===== src/rtl/reg_tree_pkg.sv =====
// -----------------------------------------------------------------------------
// reg_tree_pkg
// Purpose : Shared sizing helpers for the replicated-register fanout tree.
//           level_size() returns how many registers sit on a given tree level,
//           min_depth() returns the smallest legal depth for a NUM_OUT/FANOUT
//           pair when the root is a single register.
// Ports   : none (package)
// -----------------------------------------------------------------------------
package reg_tree_pkg;

  localparam int MIN_FANOUT = 32'sd2;

  // Ceiling division; a zero divisor returns the dividend so that an illegal
  // FANOUT cannot crash elaboration before the parameter check reports it.
  function automatic int ceil_div(input int a, input int b);
    if (b <= 32'sd0) begin
      return a;
    end else begin
      return (a + b - 32'sd1) / b;
    end
  endfunction

  // Registers on tree level 'level'. The leaf level (depth-1) holds num_out
  // registers; each level above holds enough parents to drive the level below
  // with at most 'fanout' children each, never fewer than one.
  function automatic int level_size(input int num_out, input int fanout,
                                    input int depth, input int level);
    int n;
    n = num_out;
    for (int j = depth - 32'sd1; j > level; j--) begin
      n = ceil_div(n, fanout);
      if (n < 32'sd1) begin
        n = 32'sd1;
      end else begin
        n = n;
      end
    end
    return n;
  endfunction

  // Smallest depth whose root level collapses to a single register:
  // 1 + ceil(log_fanout(num_out)). Loop is bounded for degenerate fanout.
  function automatic int min_depth(input int num_out, input int fanout);
    int n;
    int d;
    n = num_out;
    d = 32'sd1;
    for (int i = 0; i < 32; i++) begin
      if (n > 32'sd1) begin
        n = ceil_div(n, fanout);
        d = d + 32'sd1;
      end else begin
        n = n;
      end
    end
    return d;
  endfunction

endpackage


===== src/rtl/reg_tree_node.sv =====
// -----------------------------------------------------------------------------
// reg_tree_node
// Purpose : One tree register: a data word plus its valid bit, advanced when
//           i_en is high, held otherwise, cleared asynchronously by rst_n.
// Ports   : clk      - clock
//           rst_n    - asynchronous active-low reset
//           i_en     - stage enable (0 = hold)
//           i_valid  - valid bit from the parent
//           i_data   - data word from the parent
//           o_valid  - registered valid
//           o_data   - registered data
// -----------------------------------------------------------------------------
module reg_tree_node #(
  parameter int DATA_WIDTH = 16
) (
  input  logic                  clk,
  input  logic                  rst_n,
  input  logic                  i_en,
  input  logic                  i_valid,
  input  logic [DATA_WIDTH-1:0] i_data,
  output logic                  o_valid,
  output logic [DATA_WIDTH-1:0] o_data
);

  logic                  r_valid;
  logic [DATA_WIDTH-1:0] r_data;

  // Data and valid stage register; data loads regardless of valid.
  always_ff @(posedge clk or negedge rst_n) begin
    if (!rst_n) begin
      r_valid <= 1'b0;
      r_data  <= {DATA_WIDTH{1'b0}};
    end else if (i_en) begin
      r_valid <= i_valid;
      r_data  <= i_data;
    end else begin
      r_valid <= r_valid;
      r_data  <= r_data;
    end
  end

  assign o_valid = r_valid;
  assign o_data  = r_data;

endmodule


===== src/rtl/reg_tree_param.sv =====
// -----------------------------------------------------------------------------
// reg_tree_param
// Purpose : Replicates one input word onto NUM_OUT outputs through a DEPTH-level
//           register tree whose registers each drive at most FANOUT children.
//           Every output sees exactly DEPTH enabled cycles of latency.
// Ports   : clk       - clock
//           rst_n     - asynchronous active-low reset
//           en        - stage enable for the whole tree (0 = hold)
//           in_valid  - qualifier for in
//           in        - word to replicate
//           out       - packed outputs, output k = out[k*DATA_WIDTH +: DATA_WIDTH]
//           out_valid - bit k qualifies output k
// -----------------------------------------------------------------------------
module reg_tree_param
  import reg_tree_pkg::*;
#(
  parameter int DATA_WIDTH = 16,
  parameter int NUM_OUT    = 7,
  parameter int DEPTH      = 5,
  parameter int FANOUT     = 4
) (
  input  logic                          clk,
  input  logic                          rst_n,
  input  logic                          en,
  input  logic                          in_valid,
  input  logic [DATA_WIDTH-1:0]         in,
  output logic [NUM_OUT*DATA_WIDTH-1:0] out,
  output logic [NUM_OUT-1:0]            out_valid
);

  localparam int MIN_D = min_depth(NUM_OUT, FANOUT);

  // DEPTH=1 is the explicit direct-load case: the level-0 fanout limit is
  // waived, so the depth bound only applies to deeper trees.
  if ((NUM_OUT < 1) || (FANOUT < MIN_FANOUT) || (DEPTH < 1) ||
      ((DEPTH > 1) && (NUM_OUT > 1) && (DEPTH < MIN_D))) begin : g_param_err
    $error("reg_tree_param: illegal NUM_OUT/FANOUT/DEPTH combination");
  end

  // Tree storage indexed [level][register]. Levels above the leaf are narrower
  // than NUM_OUT; their unused slots are tied to zero and never read.
  logic [DATA_WIDTH-1:0] w_data  [DEPTH][NUM_OUT];
  logic                  w_valid [DEPTH][NUM_OUT];

  for (genvar j = 0; j < DEPTH; j++) begin : g_lvl
    localparam int LSIZE = level_size(NUM_OUT, FANOUT, DEPTH, j);

    for (genvar i = 0; i < NUM_OUT; i++) begin : g_slot
      if (i < LSIZE) begin : g_node
        logic [DATA_WIDTH-1:0] w_d_in;
        logic                  w_v_in;

        if (j == 0) begin : g_root
          assign w_d_in = in;
          assign w_v_in = in_valid;
        end else begin : g_child
          // Register i is fed by parent floor(i/FANOUT) one level up.
          assign w_d_in = w_data[j-1][i/FANOUT];
          assign w_v_in = w_valid[j-1][i/FANOUT];
        end

        reg_tree_node #(
          .DATA_WIDTH (DATA_WIDTH)
        ) u_node (
          .clk     (clk),
          .rst_n   (rst_n),
          .i_en    (en),
          .i_valid (w_v_in),
          .i_data  (w_d_in),
          .o_valid (w_valid[j][i]),
          .o_data  (w_data[j][i])
        );
      end else begin : g_unused
        assign w_data[j][i]  = {DATA_WIDTH{1'b0}};
        assign w_valid[j][i] = 1'b0;
      end
    end
  end

  // Outputs come straight from the leaf registers.
  for (genvar k = 0; k < NUM_OUT; k++) begin : g_out
    assign out[k*DATA_WIDTH +: DATA_WIDTH] = w_data[DEPTH-1][k];
    assign out_valid[k]                    = w_valid[DEPTH-1][k];
  end

endmodule


===== config.mk =====
export PLATFORM = sky130hd
export DESIGN_NAME = reg_tree_param
export DESIGN_NICKNAME = d
export VERILOG_FILES = /design/src/rtl/reg_tree_pkg.sv /design/src/rtl/reg_tree_node.sv /design/src/rtl/reg_tree_param.sv
export SDC_FILE = /design/constraint.sdc
export NUM_CORES = 1
export LEC_CHECK = 0
export CAP_MARGIN = 10
export CORE_MARGIN = 4
export CORE_UTILIZATION = 45
export CTS_CLUSTER_SIZE = 28
export DETAILED_ROUTE_END_ITERATION = 12
export MAX_ROUTING_LAYER = met4
export PLACE_DENSITY = 0.79
export SYNTH_ARGS = -nofsm -noshare
export SYNTH_HDL_FRONTEND = slang
export SYNTH_SLANG_ARGS = --single-unit

===== constraint.sdc =====
create_clock -name clk -period 2.32 [get_ports clk]
set_clock_uncertainty 0.1 [all_clocks]
set_input_delay 0.348 -clock clk [delete_from_list [all_inputs] [get_ports clk]]
set_output_delay 0.348 -clock clk [all_outputs]
set_load 0.005 [all_outputs]

======== Word level (Yosys, flattened, before mapping) ========
Cells that the tools add are included.
word-level totals
  bits in registers ....................... 85
  bits in latches ......................... 0
  RAM bits ................................ 0
  memory bits (read-only) ................. 0
  input bits .............................. 20
  output and inout bits ................... 119
  memories kept ........................... 0
cells by class
  $add $sub $neg .......................... 0
  multipliers ............................. 0
  divide/modulo/power cells ............... 0
  magnitude comparators ................... 0
  eq/ne operators ......................... 0
  shifts and indexed selects .............. 0
  multiplexer cells ....................... 0
  bitwise logic cells ..................... 0
  reduce and logical (&&, ||, !) cells .... 0

======== Logic depth before layout (Yosys ltp) ========
Gate-level depths: netlist of run 1.
  word-level depth ........................ 0
  gate-level depth with buffers ........... 3
  mapped depth without buffers ............ 1

======== Hierarchy ========
Synthesis of run 1 repeated with hierarchy kept, for this count alone.
unflattened totals
  cells, all modules ...................... 432
  area total of the unflattened synthesis .. 8227.9 um^2
modules (own cells, without submodules)
  module         instances  cells an instance  area an instance (um^2)
  reg_tree_node  12         36                 685.7

======== Least setup slack after synthesis of run 1 ========
Ideal clock, no wire load.
  kind .................................... in2reg
  from .................................... in en
  to ...................................... reg g_lvl[0].g_slot[0].g_node.u_node.r_data[0]
  arrival time ............................ 964 ps
  data required time ...................... 2093 ps
  setup slack ............................. 1128 ps
  stages .................................. 3
  buffers on the path ..................... 2
  cells stage by stage .................... buf_4 > buf_6 > mux2_1
RTL lines
  element                 line                  RTL
  start: declaration      reg_tree_param.sv:24  input logic en,
  end signal: assignment  reg_tree_node.sv:32   r_data <= {DATA_WIDTH{1'b0}};
  end signal: assignment  reg_tree_node.sv:35   r_data <= i_data;
  end signal: assignment  reg_tree_node.sv:38   r_data <= r_data;
  end: declaration        reg_tree_node.sv:26   logic [DATA_WIDTH-1:0] r_data;
No word-level cell between the ends.

==> results.json, run 1 <==
{
  "drtIter0Drc": 32,
  "cp_top_family": "buffers and inverters",
  "startpoint_type": "flop",
  "switching_power_mw": 1.14,
  "tritoncts": "built",
  "grt_pass1_vias": 1911,
  "hold_viol_final": 0,
  "required_ns": 1.87,
  "drc_errors": 0,
  "antenna_found_initial": 0,
  "synth_ff_type": "dfrtp_1",
  "critPathCaptureType": "output port",
  "synth_commonest_cells": "buf_4, dfrtp_1, mux2_1",
  "power_mw": 4.61,
  "seqPwrFrac_pct": 43.7,
  "cts.sinks": 85,
  "crit_path_cell_trace": "clkdlybuf4s50_1",
  "max_slew_margin_pct": 65.0,
  "synth_area_leaders": "dfrtp_1, buf_4, mux2_1",
  "area_growth_pct": 22.5,
  "min_path_type": "flop to flop",
  "period_share_pct": 78.1,
  "max_clock_freq_ghz": 0.552,
  "clock-root-buffer": "clkbuf_8",
  "hpwl_um": 3980,
  "clk_latency_ns": 0.34,
  "cellLeakagePower_nw": 1.99,
  "antenna_left": 0,
  "globalRouteTotalUtil_pct": 11.7,
  "antennaDiodeCount": 0,
  "dieWidth_um": 102,
  "syn_area_um2": 3940,
  "syn-num-nets": 302,
  "clk_pin_slew_ns": 0.08,
  "cts_buffers": 9,
  "worst_slew_pin_slew_ns": 0.524,
  "synthDistinctLibCells": 6,
  "path_max_fanout": 8,
  "clkPwrFrac_pct": 21.0,
  "yosys.cell_count.top_type": "buf_4",
  "synth_top_area_share_pct": 54.0,
  "die_y_um": 102,
  "cts_max_level": 3,
  "grt_max_degree": 86,
  "ys.warnings.count": 0,
  "syn_inst": 282,
  "cp_slowest_cell": "clkdlybuf4s50_1",
  "timing.final.max_slew_violations": 0,
  "hold_buffers": 1,
  "finalSetupViolations": 0,
  "vias_per_cell": 4.50,
  "crit_buf_inv": 1,
  "power_report.internal_total_mw": 3.46,
  "status": "complete, no violations",
  "synth_largest_area_cell": "dfrtp_1",
  "rows": 33,
  "gp_congestion": 0.653,
  "grt_overflow": 0,
  "wl_per_cell_um": 13.1,
  "fillerInstances": 665,
  "worstPathArrival_ns": 1.36,
  "cts_buffer_depth": 2,
  "rsz0062_at_grt": "false",
  "criticalPathCategory": "flop to output port",
  "placed_area_um2": 4630,
  "ys_ff_latch": 85,
  "finalSetupTns_ns": 0,
  "switching_share_pct": 24.8,
  "crit_path_max_incr_delay_ns": 0.56,
  "postCtsResizedCells": 0,
  "power_density_nw_per_um2": 956,
  "vdd_drop_max_v": 0.000481,
  "initial_core_util_pct": 47.0,
  "whs_ns": 0.382,
  "io_pins": 139,
  "drt_wl_total_um": 5650,
  "final_nets": 342,
  "die-area_um2": 10300,
  "period_needed_ns": 1.81,
  "drv_cap": 0,
  "post_cts_buffers": 0,
  "final_cell_area_um2": 4820,
  "grt_pass1_wl_um": 9080,
  "power_frac_comb_pct": 35.3,
  "port_buffers": 138,
  "async_reset_ff_share_pct": 100,
  "num_vias": 1940,
  "drive_gt1_share_pct": 16.0,
  "ys_seq_area_share_pct": 54.0,
  "synth-edff-count": 0,
  "syn_area_per_cell_um2": 14.0,
  "dr.pass1.iters": 3,
  "core_um2": 8380
}
==> state kept, by name, indices dropped and copies added (netlist names) <==
| register | count |
|---|---|
| g_lvl.g_slot.g_node.u_node.o_valid | 5 |
| g_lvl.g_slot.g_node.u_node.o_data | 80 |
==> logic make-up (layout without fill, tap and decap cells) <==
family | Yosys count | after routing | share of synthesized area, %
buf+inv | 112 | 156 | 21.6
mux | 85 | 85 | 24.3
flops | 85 | 85 | 54.0
==> final timing paths <==
check | start | to | slack [ns] | cells past startpoint
max | g_lvl[4].g_slot[4].g_node.u_node.o_data[15] | out[47] | 0.51 | 1
min | g_lvl[3].g_slot[1].g_node.u_node.o_data[4] | g_lvl[3].g_slot[1].g_node.u_node.o_data[4] | 0.38 | 1
max reg2reg | g_lvl[4].g_slot[4].g_node.u_node.o_data[14] | g_lvl[4].g_slot[4].g_node.u_node.o_data[14] | 1.35 | 1
min reg2reg | g_lvl[3].g_slot[1].g_node.u_node.o_data[4] | g_lvl[3].g_slot[1].g_node.u_node.o_data[4] | 0.38 | 1
max in group asynchronous | rst_n | g_lvl[3].g_slot[1].g_node.u_node.o_data[15] | 1.08 | 3
min in group asynchronous | rst_n | g_lvl[4].g_slot[4].g_node.u_node.o_data[14] | 0.43 | 2
==> final cells by class <==
cell class / count / area, µm² / share of cell area, %
Clock buffer: 11 / 131 / 2.72
Clock inverter: 4 / 50.0 / 1.04
Multi-Input combinational cell: 85 / 957 / 19.8
Sequential cell: 85 / 2130 / 44.1
Tap cell: 105 / 131 / 2.72
Timing Repair Buffer: 141 / 1430 / 29.6
==> routing by layer <==
| metal | GRT usage [%] | vias up | part of all wire, % |
|---|---|---|---|
| li1 | - | 910 | - |
| met1 | 13.2 | 941 | 40 |
| met2 | 18.7 | 78 | 50 |
| met3 | 4.68 | 11 | 8.4 |
| met4 | 4.60 | 0 | 1.7 |
| met5 | - | - | 0 |
==> layout by cell type, fill, tap and decap left out <==
cell type,instances
bufinv_16,1
mux2_1,50
clkinv_2,1
clkinvlp_4,2
mux2_2,35
dlygate4sd3_1,1
clkbuf_8,9
clkdlybuf4s50_1,136
buf_4,2
dfrtp_1,85
buf_12,2
clkbuf_1,2
==> power groups by stage <==
| stage | registers [mW] | clock network [mW] | logic [mW] |
|---|---|---|---|
| after floorplan | 2.01 | 0 | 1.07 |
| after global placement | 2.03 | 0 | 1.63 |
| after detailed placement | 2.06 | 0 | 1.66 |
| after CTS | 2.03 | 1.01 | 1.67 |
| after global routing | 2.08 | 1.09 | 1.74 |
| final | 2.01 | 0.968 | 1.63 |
==> stage by stage <==
stage,worst slack (ns),std cells,utilization (%)
2_1_floorplan,1.13,282,-
3_3_place_gp,0.884,415,55.3
3_5_place_dp,0.864,415,55.3
4_1_cts,0.465,431,57.5
5_1_grt,0.406,431,57.5
6_report,0.508,431,57.5
No activity file was read; power rests on OpenSTA's default activity.
==> run 2, diff against run 1 <==
Settings changed: CORE_UTILIZATION 45 to 41, PLACE_DENSITY 0.79 to 0.76.
Clock period 2.32 ns to 1.6 ns, I/O delays scaled along.
==> results.json, run 2 (synthesis gave the netlist of run 1 again) <==
{
  "status": "complete, no violations",
  "drive_gt1_share_pct": 27.4,
  "min_path_type": "primary input to flop",
  "gp_congestion": 0.657,
  "cp_top_family": "buffers and inverters",
  "crit_buf_inv": 1,
  "criticalPathCategory": "flop to output port",
  "grtUsageMet2_pct": 19.4,
  "grt_max_degree": 86,
  "rows": 35,
  "clock-root-buffer": "clkbuf_8",
  "rsz0062_at_grt": "false",
  "finalSetupViolations": 0,
  "seqPwrFrac_pct": 44.1,
  "crit_path_max_incr_delay_ns": 0.50,
  "cp_slowest_cell": "clkdlybuf4s50_1",
  "period_share_pct": 95.8,
  "power_report.internal_total_mw": 4.75,
  "met3_usage_pct": 3.64,
  "timing.final.max_slew_violations": 0,
  "dp_cells": 440,
  "initial_core_util_pct": 42.4,
  "hold_viol_final": 0,
  "max_clock_freq_ghz": 0.652,
  "drc_errors": 0,
  "cellLeakagePower_nw": 2.41,
  "critPathCaptureType": "output port",
  "vias_per_cell": 4.33,
  "die-area_um2": 11200,
  "final_cell_area_um2": 5010,
  "worstPathArrival_ns": 1.19,
  "placed_area_um2": 4680,
  "setup_ws_ns": 0.0672,
  "instances_no_fill": 483,
  "tritoncts": "built",
  "io_pins": 139,
  "finalSetupTns_ns": 0,
  "antenna_left": 0,
  "max_slew_margin_pct": 71.3,
  "globalRouteTotalUtil_pct": 11.2,
  "post-route-util_pct": 53.9,
  "hpwl_um": 3950,
  "grt_pass1_vias": 2177,
  "switching_power_mw": 1.73,
  "antennaDiodeCount": 0,
  "core_um2": 9280,
  "grt_pass1_wl_um": 10000,
  "num_vias": 2090,
  "power_frac_comb_pct": 33.5,
  "required_ns": 1.26,
  "grt.busiest_layer": "met2",
  "crit_path_cell_trace": "clkdlybuf4s50_1",
  "final_nets": 369,
  "die_y_um": 106,
  "switching_share_pct": 26.7,
  "drt_wl_total_um": 5960,
  "dr.pass1.iters": 4,
  "layout_commonest_cell": "dlygate4sd2_1",
  "vdd_drop_max_v": 0.000565,
  "antenna_found_initial": 0,
  "cts_buffer_depth": 2,
  "clk_pin_slew_ns": 0.08,
  "power_density_nw_per_um2": 1290,
  "mostFrequentLayoutCells": "dlygate4sd2_1, dfrtp_1, mux2_1",
  "path_max_fanout": 3,
  "port_buffers": 138,
  "cts_buffers": 9,
  "wl_per_cell_um": 12.3,
  "use_met1_pct": 12.2,
  "dieWidth_um": 106,
  "drtIter0Drc": 39,
  "cts_max_level": 3,
  "startpoint_type": "flop",
  "clkPwrFrac_pct": 22.4,
  "dpl_worst_slack_ns": 0.248,
  "worst_slew_pin_slew_ns": 0.430,
  "period_needed_ns": 1.53,
  "area_growth_pct": 27.2,
  "grt_overflow": 0,
  "largest_register_ffs": 80,
  "clk_latency_ns": 0.34,
  "drv_cap": 0,
  "cts.sinks": 85
}
run 2: cell types whose count changed in the layout (fill, tap and decap cells not counted), moves of 14 or more:
cell / previous run / this run
dlymetal6s2s_1: 0 / 14
dfrtp_2: 0 / 17
dfrtp_1: 85 / 68
dlygate4sd2_1: 0 / 103
buf_4: 2 / 28
clkdlybuf4s50_1: 136 / 19
run 2: final cells by class:
cell class	instances	area (µm²)
fillers	832	4280
clock buffers	11	131
well taps	129	161
flip-flops and latches	85	2150
clock inverters	5	61.3
repair buffers	168	1550
multi-input cells	85	957
run 2: path summary, 6_finish.rpt:
path / start / depth (start not counted) / end / slack [ns]
min in group asynchronous: rst_n / 3 / g_lvl[2].g_slot[0].g_node.u_node.o_data[13] / 0.37
hold / removal: en / 3 / g_lvl[2].g_slot[0].g_node.u_node.o_data[13] / 0.34
setup / recovery: g_lvl[4].g_slot[4].g_node.u_node.o_data[4] / 1 / out[36] / 0.07
max in group asynchronous: rst_n / 3 / g_lvl[4].g_slot[6].g_node.u_node.o_valid / 0.67
hold reg to reg: g_lvl[3].g_slot[1].g_node.u_node.o_data[3] / 1 / g_lvl[3].g_slot[1].g_node.u_node.o_data[3] / 0.38
setup reg to reg: g_lvl[4].g_slot[4].g_node.u_node.o_data[8] / 3 / g_lvl[4].g_slot[4].g_node.u_node.o_data[8] / 0.44
run 2: layer usage:
| metal | vias to the layer above | wire length [µm] |
|---|---|---|
| li1 | 968 | - |
| met1 | 1041 | 2520 |
| met2 | 81 | 3030 |
| met3 | 0 | 411 |
| met4 | 0 | 0 |
| met5 | - | 0 |
run 2: power groups by stage:
stage | Sequential, mW | Clock [mW] | Combinational, mW
final | 2.85 | 1.45 | 2.17
after global routing | 2.94 | 1.60 | 2.37
after CTS | 2.86 | 1.52 | 2.25
after detailed placement | 2.98 | 0 | 2.41
after global placement | 2.93 | 0 | 2.37
after floorplan | 2.91 | 0 | 1.56
run 2: what timing repair did:
item / CTS / global route
hold buffers: 1 / 0
buffers inserted: 26 / 0
resized for setup: 120 / 14
setup endpoints to repair: 119 / 14
hold endpoints to repair: 85 / 0
run 2: metrics by stage:
step	total power, mW	hold slack, ns
2_1_floorplan	4.47	-0.156
3_5_place_dp	5.39	0.211
4_1_cts	6.64	0.326
6_report	6.47	0.336
5_1_grt	6.91	0.351
3_3_place_gp	5.30	0.202
==> run 3, diff against run 2 <==
Clock period 1.6 ns to 1.4 ns, I/O delays scaled along.
==> results.json, run 3 (synthesis gave the netlist of run 1 again) <==
{
  "status": "finished, violations left",
  "violations": "setup timing",
  "drv_cap": 0,
  "antenna_left": 0,
  "core_um2": 9280,
  "io_pins": 139,
  "min_path_type": "primary input to asynchronous set/reset pin",
  "setup_ws_ns": -0.00851,
  "grt_max_degree": 52,
  "antennaDiodeCount": 0,
  "vdd_drop_max_v": 0.000727,
  "drtIter0Drc": 34,
  "period_share_pct": 101,
  "initial_core_util_pct": 42.4,
  "vias_per_cell": 4.33,
  "layout_commonest_cell": "dfrtp_1",
  "hpwl_um": 4170,
  "mostFrequentLayoutCells": "dfrtp_1, mux2_1, clkbuf_2",
  "worstPathArrival_ns": 1.10,
  "cts.sinks": 85,
  "timing.final.max_slew_violations": 0,
  "grt_overflow": 0,
  "cellLeakagePower_nw": 2.24,
  "dieWidth_um": 106,
  "wl_per_cell_um": 13.1,
  "clk_latency_ns": 0.33,
  "die_y_um": 106,
  "criticalPathCategory": "flop to output port",
  "antenna_found_initial": 0,
  "final_nets": 371,
  "critPathCaptureType": "output port",
  "dr.pass1.iters": 2,
  "instances_no_fill": 484,
  "drt_wl_total_um": 6330,
  "clock-root-buffer": "clkbuf_8",
  "cts_buffers": 9,
  "cts_buffer_depth": 2,
  "grt_pass1_wl_um": 10500,
  "max_slew_margin_pct": 81.9,
  "required_ns": 1.09,
  "tritoncts": "built",
  "port_buffers": 138,
  "drc_errors": 0,
  "reg2reg_depth": 3,
  "worst_slew_pin_slew_ns": 0.271,
  "area_growth_pct": 24.4,
  "path_max_fanout": 4,
  "num_vias": 2096,
  "hold_viol_final": 0,
  "die-area_um2": 11200,
  "period_needed_ns": 1.41,
  "startpoint_type": "flop",
  "finalSetupTns_ns": -0.0248,
  "dp_cells": 441,
  "cts_max_level": 3,
  "rows": 35,
  "max_clock_freq_ghz": 0.710,
  "drive_gt1_share_pct": 44.8,
  "fillerInstances": 817,
  "gp_congestion": 0.696,
  "grt_pass1_vias": 2250,
  "finalSetupViolations": 3,
  "globalRouteTotalUtil_pct": 11.7,
  "power_density_nw_per_um2": 1530,
  "largest_register_ffs": 80,
  "rsz0062_at_grt": "true",
  "clk_pin_slew_ns": 0.08
}
-- run 3: cell count changes in the layout (fill, tap and decap cells not counted), sizes merged --
cell,delta
buf,+24
clkbuf,+37
clkdlybuf4s15,+36
clkdlybuf4s50,-2
clkinv,+2
clkinvlp,-2
dlygate4sd2,-80
dlymetal6s2s,-14
-- run 3: power breakdown --
| group | switching [mW] | internal [mW] | total (mW) |
|---|---|---|---|
| sequential | 0.328 | 2.96 | 3.29 |
| clock | 0.803 | 0.806 | 1.61 |
| combinational | 0.905 | 1.67 | 2.58 |
| total | 2.04 | 5.45 | 7.48 |
-- run 3: per-layer routing --
layer	vias to the layer above	GRT usage, %	share of wire (%)
li1	974	-	-
met1	1033	13.1	42
met2	82	20.2	51
met3	7	2.98	6.0
met4	0	4.44	0.96
met5	-	-	0
-- run 3: area by class of cell --
type / instances / area, µm² / area share [%]
Tap cell: 129 / 161 / 3.30
Sequential cell: 85 / 2150 / 43.9
Multi-Input combinational cell: 85 / 957 / 19.5
Clock buffer: 10 / 128 / 2.61
Clock inverter: 5 / 52.6 / 1.07
Timing Repair Buffer: 170 / 1450 / 29.6
-- run 3: repair_timing --
action,CTS,global route
gates resized for setup,268,74
hold buffers,1,0
hold endpoints to repair,85,0
buffers inserted,32,0
endpoints found under the setup margin,119,79
-- run 3: through the flow --
step | hold WS (ns) | utilization (%) | area (µm²) | setup WS, ns | total power, mW
3_3_place_gp | 0.0931 | 50.6 | 4700 | 0.108 | 6.07
3_5_place_dp | 0.0943 | 50.6 | 4700 | 0.0839 | 6.18
2_1_floorplan | -0.186 | - | 3940 | 0.346 | 5.11
5_1_grt | 0.296 | 52.8 | 4900 | -0.0540 | 7.97
4_1_cts | 0.270 | 54.7 | 5080 | -0.120 | 7.75
6_report | 0.294 | 52.8 | 4900 | -0.00851 | 7.48
-- run 3: final timing paths --
path,end,from,slack [ns]
max,out[63],g_lvl[4].g_slot[4].g_node.u_node.o_data[15],-0.009
min,g_lvl[3].g_slot[1].g_node.u_node.o_data[14],rst_n,0.29
max reg2reg,g_lvl[4].g_slot[4].g_node.u_node.o_data[15],g_lvl[4].g_slot[4].g_node.u_node.o_data[15],0.28
min reg2reg,g_lvl[1].g_slot[0].g_node.u_node.o_data[8],g_lvl[1].g_slot[0].g_node.u_node.o_data[8],0.38
max in group asynchronous,g_lvl[4].g_slot[4].g_node.u_node.o_data[11],rst_n,0.63
min in group clk,g_lvl[3].g_slot[1].g_node.u_node.o_data[0],en,0.31
-- run 3: critical path, stage by stage (launching register included) --
cell and delay (ns):
dfrtp_2 0.42, buf_6 0.12, buf_6 0.12, buf_6 0.11
